--- config.mk ---
export PLATFORM = sky130hd
export DESIGN_NAME = pipe_stage_reg
export DESIGN_NICKNAME = d
export VERILOG_FILES = /design/src/rtl/pipe_stage_reg_pkg.sv /design/src/rtl/pipe_lane_compact.sv /design/src/rtl/pipe_stage_reg.sv
export SDC_FILE = /design/constraint.sdc
export NUM_CORES = 1
export LEC_CHECK = 0
export CAP_MARGIN = 25
export CORE_ASPECT_RATIO = 1.5
export CORE_MARGIN = 3
export CORE_UTILIZATION = 44
export CTS_CLUSTER_SIZE = 8
export DETAILED_ROUTE_END_ITERATION = 6
export DONT_BUFFER_PORTS = 1
export SKIP_LAST_GASP = 1
export SLEW_MARGIN = 20
export SYNTH_ARGS = -nofsm -noshare
export SYNTH_HDL_FRONTEND = slang
export SYNTH_SLANG_ARGS = --single-unit
export TNS_END_PERCENT = 50
--- constraint.sdc ---
create_clock -name Clk -period 4.9 [get_ports Clk]
set_input_delay 0.49 -clock Clk [delete_from_list [all_inputs] [get_ports Clk]]
set_output_delay 0.49 -clock Clk [all_outputs]
set_load 0.02 [all_outputs]
--- src/rtl/pipe_stage_reg_pkg.sv ---
// rtl/pipe_stage_reg_pkg.sv - shared constants and action decode for pipeline boundary registers
package pipe_stage_reg_pkg;

  localparam logic        RstEnable  = 1'b0;
  localparam logic        STOP       = 1'b1;
  localparam logic        NOSTOP     = 1'b0;
  localparam logic [31:0] ZeroWord   = 32'h0000_0000;
  localparam int unsigned INST_BYTES = 4;

  typedef enum logic [1:0] {
    ACT_ADVANCE = 2'd0,
    ACT_BUBBLE  = 2'd1,
    ACT_HOLD    = 2'd2,
    ACT_FLUSH   = 2'd3
  } stage_act_e;

  // Flush beats any stall; a stopped stage feeding a running one emits a bubble.
  function automatic stage_act_e decode_act(input logic flush,
                                            input logic stop_here,
                                            input logic stop_next);
    if (flush)
      return ACT_FLUSH;
    else if (stop_here == NOSTOP)
      return ACT_ADVANCE;
    else if (stop_next == STOP)
      return ACT_HOLD;
    else
      return ACT_BUBBLE;
  endfunction

endpackage

--- src/rtl/pipe_lane_compact.sv ---
// rtl/pipe_lane_compact.sv - packs valid lanes toward lane 0 and reports the first valid lane
module pipe_lane_compact #(
  parameter int LANES  = 2,
  parameter int DATA_W = 32,
  parameter int IDX_W  = (LANES > 1) ? $clog2(LANES) : 1
) (
  input  logic [LANES*DATA_W-1:0] i_data,
  input  logic [LANES-1:0]        i_valid,
  output logic [LANES*DATA_W-1:0] o_data,
  output logic [LANES-1:0]        o_valid,
  output logic [IDX_W-1:0]        o_first
);

  always_comb begin
    int unsigned n;
    logic        seen;
    o_data  = '0;
    o_valid = '0;
    o_first = '0;
    n       = 0;
    seen    = 1'b0;
    for (int i = 0; i < LANES; i++) begin
      if (i_valid[i]) begin
        o_data[n*DATA_W +: DATA_W] = i_data[i*DATA_W +: DATA_W];
        o_valid[n] = 1'b1;
        if (!seen) begin
          o_first = IDX_W'(i);
          seen    = 1'b1;
        end
        n = n + 1;
      end
    end
  end

endmodule

--- src/rtl/pipe_stage_reg.sv ---
// rtl/pipe_stage_reg.sv - multi-lane pipeline boundary register with flush/bubble/hold and event counters
module pipe_stage_reg
  import pipe_stage_reg_pkg::*;
#(
  parameter int ADDR_W         = 32,
  parameter int DATA_W         = 32,
  parameter int LANES          = 2,
  parameter int STALL_W        = 6,
  parameter int STAGE          = 1,
  parameter int COMPACT        = 1,
  parameter int ZERO_ON_BUBBLE = 1,
  parameter int CNT_W          = 16
) (
  input  logic                    Clk,
  input  logic                    Rst_n,
  input  logic [STALL_W-1:0]      stall,
  input  logic                    flush,
  input  logic [ADDR_W-1:0]       in_pc,
  input  logic [LANES*DATA_W-1:0] in_data,
  input  logic [LANES-1:0]        in_valid,
  input  logic                    cnt_clr,
  output logic [ADDR_W-1:0]       out_pc,
  output logic [LANES*DATA_W-1:0] out_data,
  output logic [LANES-1:0]        out_valid,
  output logic [CNT_W-1:0]        stall_cnt,
  output logic [CNT_W-1:0]        bubble_cnt,
  output logic [CNT_W-1:0]        flush_cnt
);

  localparam int IDX_W = (LANES > 1) ? $clog2(LANES) : 1;

  generate
    if ((STAGE + 1 >= STALL_W) || (LANES < 1) || (LANES > 4)) begin : g_bad_params
      $error("pipe_stage_reg: illegal STAGE/STALL_W/LANES combination");
    end
  endgenerate

  logic [LANES*DATA_W-1:0] w_cmp_data;
  logic [LANES-1:0]        w_cmp_valid;
  logic [IDX_W-1:0]        w_first;
  logic [ADDR_W-1:0]       w_nxt_pc;
  logic [LANES*DATA_W-1:0] w_nxt_data;
  logic [LANES-1:0]        w_nxt_valid;
  stage_act_e              w_act;

  logic [ADDR_W-1:0]       r_pc;
  logic [LANES*DATA_W-1:0] r_data;
  logic [LANES-1:0]        r_valid;
  logic [CNT_W-1:0]        r_stall_cnt;
  logic [CNT_W-1:0]        r_bubble_cnt;
  logic [CNT_W-1:0]        r_flush_cnt;

  pipe_lane_compact #(
    .LANES  (LANES),
    .DATA_W (DATA_W),
    .IDX_W  (IDX_W)
  ) u_compact (
    .i_data  (in_data),
    .i_valid (in_valid),
    .o_data  (w_cmp_data),
    .o_valid (w_cmp_valid),
    .o_first (w_first)
  );

  assign w_act = decode_act(flush, stall[STAGE], stall[STAGE+1]);

  // With no valid lane w_first is 0, so the PC falls through unchanged.
  always_comb begin
    w_nxt_pc    = in_pc;
    w_nxt_data  = in_data;
    w_nxt_valid = in_valid;
    if (COMPACT != 0) begin
      w_nxt_pc    = in_pc + ADDR_W'(w_first) * ADDR_W'(INST_BYTES);
      w_nxt_data  = w_cmp_data;
      w_nxt_valid = w_cmp_valid;
    end
  end

  always_ff @(posedge Clk) begin
    if (Rst_n == RstEnable) begin
      r_pc    <= ADDR_W'(ZeroWord);
      r_data  <= '0;
      r_valid <= '0;
    end else begin
      case (w_act)
        ACT_FLUSH, ACT_BUBBLE: begin
          r_valid <= '0;
          if (ZERO_ON_BUBBLE != 0) begin
            r_pc   <= '0;
            r_data <= '0;
          end
        end
        ACT_ADVANCE: begin
          r_pc    <= w_nxt_pc;
          r_data  <= w_nxt_data;
          r_valid <= w_nxt_valid;
        end
        default: begin
        end
      endcase
    end
  end

  function automatic logic [CNT_W-1:0] sat_inc(input logic [CNT_W-1:0] v);
    return (&v) ? v : v + 1'b1;
  endfunction

  always_ff @(posedge Clk) begin
    if ((Rst_n == RstEnable) || cnt_clr) begin
      r_stall_cnt  <= '0;
      r_bubble_cnt <= '0;
      r_flush_cnt  <= '0;
    end else begin
      if (w_act == ACT_HOLD)   r_stall_cnt  <= sat_inc(r_stall_cnt);
      if (w_act == ACT_BUBBLE) r_bubble_cnt <= sat_inc(r_bubble_cnt);
      if (w_act == ACT_FLUSH)  r_flush_cnt  <= sat_inc(r_flush_cnt);
    end
  end

  assign out_pc     = r_pc;
  assign out_data   = r_data;
  assign out_valid  = r_valid;
  assign stall_cnt  = r_stall_cnt;
  assign bubble_cnt = r_bubble_cnt;
  assign flush_cnt  = r_flush_cnt;

endmodule

Word level (Yosys, flattened, before mapping)
Cells that the tools add are included.
Word-level totals
  bits in registers: 146
  input port bits: 108
  logic and storage cells: 50
Cells by class
  add/subtract/negate cells: 5
  $lt $le $gt $ge: 2
  eq/ne operators: 3
  shifts and indexed selects: 2
  multiplexer cells: 16
  bitwise gates (word level): 5
  reduce and logical (&&, ||, !) cells: 11
Operators by type and width (number)
  $pmux 64 s2: 1
  $bwmux 64: 1
  $mux 64: 1
  $pmux 32 s2: 1
  $shift 32x34->64 const A: 1
  $shiftx 32x34->64: 1
  $add 16x1->16 const B: 3
  $reduce_and 16->1: 3
  $neg 6->34: 1
  $add 32x3->32: 1
  $mux 32: 1
  $mux 2: 4
  $reduce_and 2->1: 3
  $mux 1: 5
  $eq 2x2->1 const B: 2
  $not 1->1: 4
  $pmux 2 s2: 1
  $eq 2x1->1 const B: 1
  $logic_not 2->1: 1
  $lt 1x2->1 const B: 1
  $or 1x2->2: 1
  $reduce_bool 2->1: 1
  $reduce_or 2->1: 1
  $demux 1 s1: 1
  other kinds (3): 3

Logic depth before layout (Yosys ltp)
Gate-level depths: netlist of the first run.
  depth in word-level cells: 8
  mapped depth: 8
  gate-level depth less buffers: 7

Modules after synthesis
A second synthesis of the first run with hierarchy kept.
Second synthesis, totals
  cells, all modules: 761
  area total of the unflattened synthesis: 6819.0 um2
By module, submodules not included
  pipe_stage_reg: times used 1, cells an instance 678, area each 6195.9 um2, sequential area each 2922.8 um2
  pipe_lane_compact: times used 1, cells an instance 83, area each 623.1 um2, sequential area each 0.0 um2

Worst setup path after synthesis of the first run
Ideal clock, no wire load.
  kind: in2reg
  from: in in_valid[1]
  to: reg r_pc[24], in the netlist out_pc[24]
  data arrival time: 1.720 ns
  required time: 4.770 ns
  setup slack: 3.050 ns
  stages: 8
  path buffers: 1
  cell sequence: nor2b_1 ha_1 and2_1 buf_2 nand2_1 nor4_1 xnor2_1 o21ai_0
On the way
  longest elaborated chain between the ends: 3
Ends and longest elaborated chain
  from (decl): line pipe_stage_reg.sv:20  | input logic [LANES-1:0] in_valid,
  $mux 1: line pipe_lane_compact.sv:23  | if (i_valid[i]) begin
  $add 32x3->32: line pipe_stage_reg.sv:73  | w_nxt_pc = in_pc + ADDR_W'(w_first) * ADDR_W'(INST_BYTES);
  $pmux 32 s2: line pipe_stage_reg.sv:85  | case (w_act)
  to (signal assigned): line pipe_stage_reg.sv:81  | r_pc <= ADDR_W'(ZeroWord);
  to (signal assigned): line pipe_stage_reg.sv:94  | r_pc <= w_nxt_pc;
  to (decl): line pipe_stage_reg.sv:46  | logic [ADDR_W-1:0] r_pc;
Every way passes these cells.
A chain may end at the register's enable or synchronous reset.

Worst setup path in the final report of the first run
  from: reg r_stall_cnt[0], in the netlist stall_cnt[0]
  to: reg r_stall_cnt[2], in the netlist stall_cnt[2]
On the way
  longest elaborated chain between the ends: 3
  elaborated cells between the ends (all ways): 4
  those cells by class: add/sub: 1; bitwise: 1; reduce/logical: 2
Ends and longest elaborated chain
  from (decl): line pipe_stage_reg.sv:49  | logic [CNT_W-1:0] r_stall_cnt;
  from (signal assigned): line pipe_stage_reg.sv:114  | if (w_act == ACT_HOLD) r_stall_cnt <= sat_inc(r_stall_cnt);
  branches (longest 3 deep; another with $add 16x1->16)
Parallel ways; which one is timed is not known.

==> results.md, run 1 <==
- Share of cells above drive strength 1: about 7.4%
- Hold WC Path Type: in -> reg
- Worst Hold Launch: Rst_n
- Fmax: 464 MHz
- Hold path endpoint: out_data[27]
- Area Overhead vs Synth: 10.7%
- Ys async rst share: 0%
- Post-synthesis sequential area ratio: a little under half
- CP Launch Type: register
- Critical path type: reg -> reg
- Hold Fails Final Rpt: 0
- Slew headroom: between 30% and 40%
- DR DRC count: 5
- CP Max Fanout: 9
- Post-synth EDFFs: 0
- Hold path cells: 1
- Yosys reg bits: ~150
- Via count: between 5,000 and 6,000
- Synth Area in Compound Gates: 15.3%
- Min Clock Period, post-route: 2.15 ns
- Largest net degree at the start of global routing: slightly below 80
- RSZ-0062 raised after global routing: no
- P per Cell Area: around 370 nW/µm²
- Top cell type's share of synthesized area: between 40% and 50%
- Setup bufs post-CTS: 0
- Worst R2R Path Depth: 5
- Commonest non-fill, non-tap cell in the layout: dfxtp_1
- Static Leak: between 0.002 and 0.0025 µW
- Worst Max-Slew Pin Slew: between 0.9 and 1 ns
- Syn Area/Cell: 9.13 µm²
- Main combinational cell family by area after synthesis: simple AND/OR/NAND/NOR gates
- Flop-to-flop setup slack: approximately 2.7 ns
- Critical Path Sink Type: register
- H-Tree Depth: 4
- Worst-Skew Late Latency: around 0.4 ns
- Cells after synthesis: 709
- Syn Std Cell Area: between 6000 and 7000 µm²
- Initial antenna violation count: 0
- Cell taking the most area after synthesis: dfxtp_1
- Yosys warns: 0
- Pwr Total: between 2000 and 3000 µW
- Syn nets: 822
- Setup TNS: 0 ns
- Run status: complete, but fails checks
- Peak supply drop: 191 µV
- Via density: around 5.9
- Global-route usage over all layers: around 21%
- Iter 0 DRT Violations: ~380
- Final Core Density: between 50% and 60%
- Core Region: 14,200 µm²
- Clock Skew: just under 0.006 ns
- First-pass GRT wire length: 27.0 mm
- Die H: ~150 µm
- Num rows: between 50 and 60
- Die width: roughly 110 µm
- Fin nets: 799
- Post-route ant nets: 0
- Placed cell count: roughly 860
- Clock Tree Buf Depth: 2
- Synth Flop Type: dfxtp_1
- Routed len/inst: between 15 and 20 µm
- Synth cell types: 50
- Setup violators final: 0
- Slack of the critical path: 2.75 ns
- CTS resizes: 0
- Post-synthesis adder-cell area fraction: less than 1%
- Most frequent cells in the layout: dfxtp_1, nor2b_1, nand2_1, xnor2_1, nor2_1
- RR Startpoint: stall_cnt[0]
- Vias in the first global route: around 5,200
- Synth Area in XOR/XNOR: approximately 8%
- Clock sinks: about 150
- Aggregate routed wire length: around 17 mm
- Max-slew violation count: 0
- Clock-pin slew of the registers on the worst-case setup and hold paths: 0.06 ns
- Synth top area cells: dfxtp_1, nor2b_1, xnor2_1, a222oi_1, a22oi_1
- Non-Filler Instances: 891
- Reg-to-Reg End: stall_cnt[2]
- Buffers on Ports: 0
- Clock buffer count from CTS: 17
- Root buf cell: clkbuf_16
- DRT Pass-1 Iters: 7
- Simple-Gate Fraction of Synth Area: a little over a quarter
- Initial Util: a little under half
- Gr ovfl total: 0
- Fin crit share: a little over two fifths
- IO Pins: roughly 250
- GPL Wtd Cong: just under 0.8
- # Max-Cap Violations: 0
- Hold-fix buffers, CTS: 0
- Violated checks: design-rule violations
- Crit path arrival time: approximately 2.5 ns
- Worst EP required: 5.22 ns
- Die area: roughly 16,000 µm²
- Inserted Diodes: 0
- Hpwl dp: 12.4 mm
- Dpl ws: about 2.4 ns
- Post-synthesis mux area share: less than 1%
- CTS tree: done
## cells in the mapped netlist (all sizes together), types with 2 or more instances
cell type and number:
a21oi 14, buf 11, clkbuf 36, nor2 46
a31oi 2, or3 4, o21ai 33, nand4 19
mux2i 2, a22oi 40, xor2 10, nand2b 2
dfxtp 146, a222oi 32, nand3b 2, nand3 30
o211a 2, a311oi 2, xnor2 49, a211oi 4
and4 10, nor3 21, ha 5, and3 7
nor4 12, inv 14, nor3b 5, and2 6
nor4b 4, nand2 55, nor2b 75
## per-layer routing
layer | vias to the layer above | track usage (%) | wire (µm)
met3 | 22 | 8.52 | 1830
met2 | 232 | 35.8 | 8700
met4 | 0 | 7.88 | 255
li1 | 2505 | - | -
met1 | 2527 | 22.0 | 6390
met5 | - | 0 | 0
## metrics by stage
step	hold slack [ns]	instance area, µm²
floorplan	0.523	6470
global route	0.193	7160
global placement	0.534	6550
finish	0.210	7160
detailed placement	0.544	6550
CTS	0.193	7160
## cell families (layout without fill, tap and decap cells)
kind of cell / Yosys count / in the layout
simple gates: 302 / 302
flops: 146 / 146
compound gates: 134 / 134
buf+inv: 61 / 51
xor+xnor: 59 / 59
fa+ha+maj: 5 / 5
mux: 2 / 2
## critical path, stage by stage (launching register included)
cell and delay, ns:
dfxtp_1 0.54, ha_1 0.43, and4_1 0.25, nor3b_2 0.33
a21oi_1 0.22, a311oi_1 0.30
## power breakdown
part           total, µW  internal [µW]  leakage, µW  switching [µW]
Clock               1340            810     0.000290             527
Combinational       92.6           41.9     0.000780            50.7
Sequential          1250           1210      0.00118            39.9
## worst max-delay path by stage
stage                 startpoint            end  slack (ns)  depth (start not counted)
global route        flush_cnt[1]   flush_cnt[1]        2.57                          6
CTS                 stall_cnt[0]   stall_cnt[2]        2.73                          5
finish              stall_cnt[0]   stall_cnt[2]        2.75                          5
floorplan            in_valid[1]     out_pc[24]        3.05                          8
detailed placement         flush  stall_cnt[13]        2.35                          5
global placement           flush  stall_cnt[13]        2.36                          5
## final cells by class
class,instances,area (µm²)
clock buffers,18,429
clock inverters,14,178
fillers,1382,7030
inverters,14,52.6
multi-input cells,502,3300
flip-flops and latches,146,2920
well taps,192,240
repair buffers,5,37.5
## registers in the layout, indices dropped and copies added (netlist names)
| signal | count |
|---|---|
| bubble_cnt | 16 |
| flush_cnt | 16 |
| out_data | 64 |
| out_pc | 32 |
| out_valid | 2 |
| stall_cnt | 16 |
(Power assumes the default switching activity.)
==> run 2, diff against run 1 <==
==> constraint.sdc (replaced) <==
create_clock -name Clk -period 2 [get_ports Clk]
set_input_delay 0.2 -clock Clk [delete_from_list [all_inputs] [get_ports Clk]]
set_output_delay 0.2 -clock Clk [all_outputs]
set_load 0.02 [all_outputs]
==> run 2 against run 1 <==
  * Critical path type unchanged
  * Highest routed layer unchanged
  * The flow now finishes without violations
  * Sequential power increased by 140%
  * First-iteration DRC count increased by 25%
  * Clock skew increased by 0.0059 ns
  * Routed wire length increased by 15%
  * Largest power group unchanged
  * Die area unchanged
==> results.md, run 2 (same netlist as run 1, synthesis figures left out) <==
- IO Pins: 254 (unchanged)
- Critical Path Sink Type: register (unchanged)
- Worst EP required: 2.35 ns (was 5.22 ns)
- Critical-path top delay cell: nor3_4 (was dfxtp_1)
- Hpwl dp: 12.8 mm (was 12.4 mm)
- Setup TNS: 0 ns (unchanged)
- Peak supply drop: 485 µV (was 191 µV)
- GPL Wtd Cong: 0.809 (was 0.792)
- Slew headroom: 49.1% (was 36.6%)
- Fin crit share: 86.4% (was 44.0%)
- Root buf cell: clkbuf_16 (unchanged)
- Inserted Diodes: 0 (unchanged)
- Die H: 155 µm (unchanged)
- Gr ovfl total: 0 (unchanged)
- Static Leak: 0.00293 µW (was 0.00225 µW)
- Critical path type: reg -> reg (unchanged)
- Iter 0 DRT Violations: 471 (was 376)
- Initial Util: 45.6% (unchanged)
- Initial antenna violation count: 0 (unchanged)
- Via density: 5.73 (was 5.93)
- # Max-Cap Violations: 0 (unchanged)
- First-pass GRT wire length: 32.0 mm (was 27.0 mm)
- Core Region: 14,200 µm² (unchanged)
- Crit path arrival time: 2.08 ns (was 2.47 ns)
- Routed len/inst: 18.9 µm (was 19.3 µm)
- Setup bufs post-CTS: 0 (unchanged)
- Fmax: 579 MHz (was 464 MHz)
- Share of cells above drive strength 1: 12.3% (was 7.44%)
- Area Overhead vs Synth: 32.9% (was 10.7%)
- Post-route ant nets: 0 (unchanged)
- DRT Pass-1 Iters: 5 (was 7)
- Via count: 5,995 (was 5,286)
- Aggregate routed wire length: 19.8 mm (was 17.2 mm)
- Worst path max stage delay: 0.36 ns (was 0.54 ns)
- H-Tree Depth: 4 (unchanged)
- Die area: 16,200 µm² (unchanged)
- Final Core Density: 60.6% (was 50.4%)
- Most frequent cells in the layout: dfxtp_1, dlygate4sd3_1, nor2b_1, nand2_1, buf_4 (was dfxtp_1, nor2b_1, nand2_1, xnor2_1, nor2_1)
- P per Cell Area: 770 nW/µm² (was 374 nW/µm²)
- Clock sinks: 146 (unchanged)
- Commonest non-fill, non-tap cell in the layout: dfxtp_1 (unchanged)
- Worst Hold Launch: in_data[49] (was Rst_n)
- Global-route usage over all layers: 24.2% (was 20.5%)
- Buffers on Ports: 0 (unchanged)
- Largest net degree at the start of global routing: 80 (was 79)
- Num rows: 53 (unchanged)
- CP Launch Type: register (unchanged)
- RSZ-0062 raised after global routing: no (unchanged)
- Clock Tree Buf Depth: 2 (unchanged)
- Die width: 105 µm (unchanged)
- RR Startpoint: bubble_cnt[1] (was stall_cnt[0])
- Worst-Skew Late Latency: 0.41 ns (about the same)
- Largest register FFs: 64 (unchanged)
- Fin nets: 954 (was 799)
- CTS tree: done (unchanged)
- Hold Worst Slack: 0.0115 ns (was 0.210 ns)
- Hold WC Path Type: in -> reg (unchanged)
- DR DRC count: 0 (was 5)
- Clock Skew: 0.0119 ns (was 0.00594 ns)
- Critical path's top delay family: simple AND/OR/NAND/NOR gates (unchanged)
- CP bufs+invs: 0 (unchanged)
- Vias in the first global route: 6,307 (was 5,162)
- Max-slew violation count: 0 (unchanged)
- Run status: completed (was complete, but fails checks)
- Hold Fails Final Rpt: 0 (unchanged)
- Min Clock Period, post-route: 1.73 ns (was 2.15 ns)
- Setup violators final: 0 (unchanged)
- Crit path cell chain: ha_1 > nand3_1 > nor3_4 > a21oi_1 > a211o_1 > nand2_1 (was ha_1 > and4_1 > nor3b_2 > a21oi_1 > a311oi_1)
- Post-route cell area: 8600 µm² (was 7160 µm²)
- Dpl cell area: 6960 µm² (was 6550 µm²)
- CP Max Fanout: 5 (was 9)
- Worst Max-Slew Pin Slew: 0.761 ns (was 0.948 ns)
- Clock-pin slew of the registers on the worst-case setup and hold paths: 0.06 ns (about the same)
- CP startpoint: bubble_cnt[1] (was stall_cnt[0])
- Clock buffer count from CTS: 17 (unchanged)
run 2: cell types whose count changed in the layout (fill, tap and decap cells not counted), sizes merged:
cell,change
inv,+1
clkinvlp,+2
buf,+52
clkinv,-1
bufinv,-2
dlygate4sd3,+103
run 2: worst paths after layout:
| check | cells after the start | to | slack, ns |
|---|---|---|---|
| max | 6 | bubble_cnt[7] | 0.27 |
| min | 2 | out_data[17] | 0.01 |
| max reg2reg | 6 | bubble_cnt[7] | 0.27 |
| min reg2reg | 1 | bubble_cnt[9] | 0.53 |
run 2: cell type report:
| cell class | count | area [µm²] |
|---|---|---|
| clock buffers | 18 | 439 |
| clock inverters | 14 | 143 |
| fillers | 1204 | 5590 |
| inverters | 14 | 52.6 |
| multi-input cells | 502 | 3300 |
| flip-flops and latches | 146 | 2920 |
| well taps | 192 | 240 |
| repair buffers | 160 | 1500 |
run 2: what timing repair did:
action                    4_1_cts  5_1_grt
hold endpoints to repair       98        0
resized for setup               0        0
hold buffers                  104        0
run 2: through the flow:
step / total power (µW) / std cells / setup WS (ns)
6_report: 6620 / 1046 / 0.273
5_1_grt: 6850 / 1046 / 0.0460
4_1_cts: 6680 / 1046 / 0.260
3_5_place_dp: 3360 / 910 / 0.272
3_3_place_gp: 3350 / 910 / 0.334
2_1_floorplan: 3320 / 709 / 0.183
run 2: routing by layer:
| metal | vias to the layer above | global-route usage [%] | share of wire [%] |
|---|---|---|---|
| met5 | - | 0 | 0 |
| met4 | 0 | 9.44 | 2.4 |
| met3 | 35 | 8.81 | 9.1 |
| met2 | 275 | 43.9 | 52 |
| met1 | 2854 | 25.1 | 37 |
| li1 | 2831 | - | - |
run 2: where the power goes:
part           switching (µW)  total, µW  internal (µW)
logic                     202        452            250
registers                94.3       3050           2960
clock network            1330       3120           1780
==> run 3, diff against run 2 <==
==> constraint.sdc (replaced) <==
create_clock -name Clk -period 1.9 [get_ports Clk]
set_input_delay 0.19 -clock Clk [delete_from_list [all_inputs] [get_ports Clk]]
set_output_delay 0.19 -clock Clk [all_outputs]
set_load 0.02 [all_outputs]
==> run 3 against run 2 <==
  * Clock skew fell by 0.00088 ns
  * Sequential cell count is the same
  * Total power is 9.2% higher
  * Non-clock buffer count up 7
  * Setup slack lost 0.14 ns
  * Sequential share of layout area fell by 0.56 points
  * Cell area grew 1.7%
  * Die area stayed put
  * Final cell count grew 0.76%
  * Fmax shrank 2.0%
  * Clock power rose by 13%
  * Critical path type unchanged
  * Largest cell class unchanged
==> results.md, run 3 (same netlist as run 1, synthesis figures left out) <==
- Critical path type: reg -> reg (unchanged)
- DRT Pass-1 Iters: 6 (was 5)
- Hold WC Path Type: in -> reg (unchanged)
- Core Region: 14,200 µm² (unchanged)
- Dpl cell area: 7000 µm² (was 6960 µm²)
- Run status: completed (unchanged)
- Peak supply drop: 480 µV (was 485 µV)
- CP Launch Type: register (unchanged)
- Clock buffer count from CTS: 17 (unchanged)
- CP Max Fanout: 5 (unchanged)
- First-pass GRT wire length: 32.3 mm (was 32.0 mm)
- Gr ovfl total: 0 (unchanged)
- P per Cell Area: 827 nW/µm² (was 770 nW/µm²)
- Non-Filler Instances: 1,054 (was 1,046)
- Num rows: 53 (unchanged)
- Setup bufs post-CTS: 0 (unchanged)
- Final Core Density: 61.6% (was 60.6%)
- CTS tree: done (unchanged)
- Clock sinks: 146 (unchanged)
- Commonest non-fill, non-tap cell in the layout: dfxtp_1 (unchanged)
- Root buf cell: clkbuf_16 (unchanged)
- Fmax: 567 MHz (was 579 MHz)
- Iter 0 DRT Violations: 478 (was 471)
- Setup violators final: 0 (unchanged)
- Global-route usage over all layers: 24.3% (was 24.2%)
- Fin crit share: 92.8% (was 86.4%)
- Most frequent cells in the layout: dfxtp_1, dlygate4sd3_1, nor2b_1, nand2_1, buf_4 (unchanged)
- Static Leak: 0.00302 µW (was 0.00293 µW)
- Clock-pin slew of the registers on the worst-case setup and hold paths: 0.07 ns (was 0.06 ns)
- Routed len/inst: 18.9 µm (about the same)
- Clock Tree Buf Depth: 2 (unchanged)
- Share of cells above drive strength 1: 12.4% (was 12.3%)
- Buffers on Ports: 0 (unchanged)
- Die width: 105 µm (unchanged)
- Post-route ant nets: 0 (unchanged)
- Initial antenna violation count: 0 (unchanged)
- Fin nets: 961 (was 954)
- Initial Util: 45.6% (unchanged)
- Setup TNS: 0 ns (unchanged)
- # Max-Cap Violations: 0 (unchanged)
- Placed cell count: 912 (was 910)
- Vias in the first global route: 6,376 (was 6,307)
- Max-slew violation count: 0 (unchanged)
- Worst EP required: 2.24 ns (was 2.35 ns)
- Largest net degree at the start of global routing: 75 (was 80)
- GPL Wtd Cong: 0.821 (was 0.809)
- Worst-Skew Late Latency: 0.41 ns (about the same)
- Aggregate routed wire length: 19.9 mm (was 19.8 mm)
- Min Clock Period, post-route: 1.76 ns (was 1.73 ns)
- Post-route cell area: 8740 µm² (was 8600 µm²)
- # fillers: 1,205 (was 1,204)
- Critical Path Sink Type: register (unchanged)
- Worst Max-Slew Pin Slew: 0.707 ns (was 0.761 ns)
- RSZ-0062 raised after global routing: no (unchanged)
- Die area: 16,200 µm² (unchanged)
- Via count: 6,062 (was 5,995)
- H-Tree Depth: 4 (unchanged)
- Slew headroom: 52.7% (was 49.1%)
- Clock Skew: 0.0110 ns (was 0.0119 ns)
- Hpwl dp: 13.0 mm (was 12.8 mm)
- DR DRC count: 0 (unchanged)
- Area Overhead vs Synth: 35.2% (was 32.9%)
- Pwr Total: 7230 µW (was 6620 µW)
- IO Pins: 254 (unchanged)
- Hold Fails Final Rpt: 0 (unchanged)
- Die H: 155 µm (unchanged)
- Largest register FFs: 64 (unchanged)
- Via density: 5.75 (was 5.73)
- Crit path arrival time: 2.10 ns (was 2.08 ns)
## run 3: changes by cell type in the layout (fill, tap and decap cells not counted), sizes merged
| cell | delta |
|---|---|
| dlygate4sd3 | +5 |
| clkinvlp | -4 |
| clkinv | +3 |
| buf | +2 |
| bufinv | +2 |
| inv | -2 |
| clkbuf | +1 |
| diode | +1 |
## run 3: metal layers
metal  share of wire [%]  global-route usage, %  up-vias  wire length (µm)
li1                    -                      -     2847                 -
met1                  37                   25.4     2899              7320
met2                  51                   42.9      281             10300
met3                 9.7                   9.27       35              1930
met4                 2.1                   11.2        0               427
met5                   0                      0        -                 0
## run 3: worst paths after layout
path | from | to | slack (ns) | depth (start not counted)
max | bubble_cnt[7] | bubble_cnt[14] | 0.14 | 5
min | in_valid[0] | out_valid[0] | 0.03 | 2
max reg2reg | bubble_cnt[7] | bubble_cnt[14] | 0.14 | 5
min reg2reg | bubble_cnt[9] | bubble_cnt[9] | 0.54 | 1
## run 3: per-stage QoR
step	setup WS [ns]	hold WS, ns
after CTS	0.153	0.0118
final	0.137	0.0281
after detailed placement	0.154	0.334
after global routing	0.0306	0.0446
after floorplan	0.0834	0.361
after global placement	0.245	0.328
## run 3: critical path, stage by stage (launching register included)
cell and delay, ns:
dfxtp_1 0.33, and4_1 0.29, nand3_1 0.19, nor3_1 0.48, a31oi_1 0.18, a211oi_1 0.22
## run 3: power breakdown
part	switching, µW	internal (µW)	leakage [µW]
combinational	215	274	0.00153
clock	1370	2170	0.000308
sequential	99.1	3110	0.00118
## run 3: final cells by class
class,instances,area [µm²],area share (%)
Antenna cell,1,2.50,0.0286
Inverter,14,52.6,0.601
Clock buffer,19,453,5.18
Tap cell,192,240,2.75
Clock inverter,13,174,1.99
Timing Repair Buffer,167,1590,18.2
Sequential cell,146,2920,33.4
Multi-Input combinational cell,502,3310,37.8
## run 3: timing repair
action | 4_1_cts | 5_1_grt
endpoints found under the hold margin | 98 | 0
endpoints found under the setup margin | 0 | 1
hold buffers | 109 | 0
resized for setup | 0 | 1
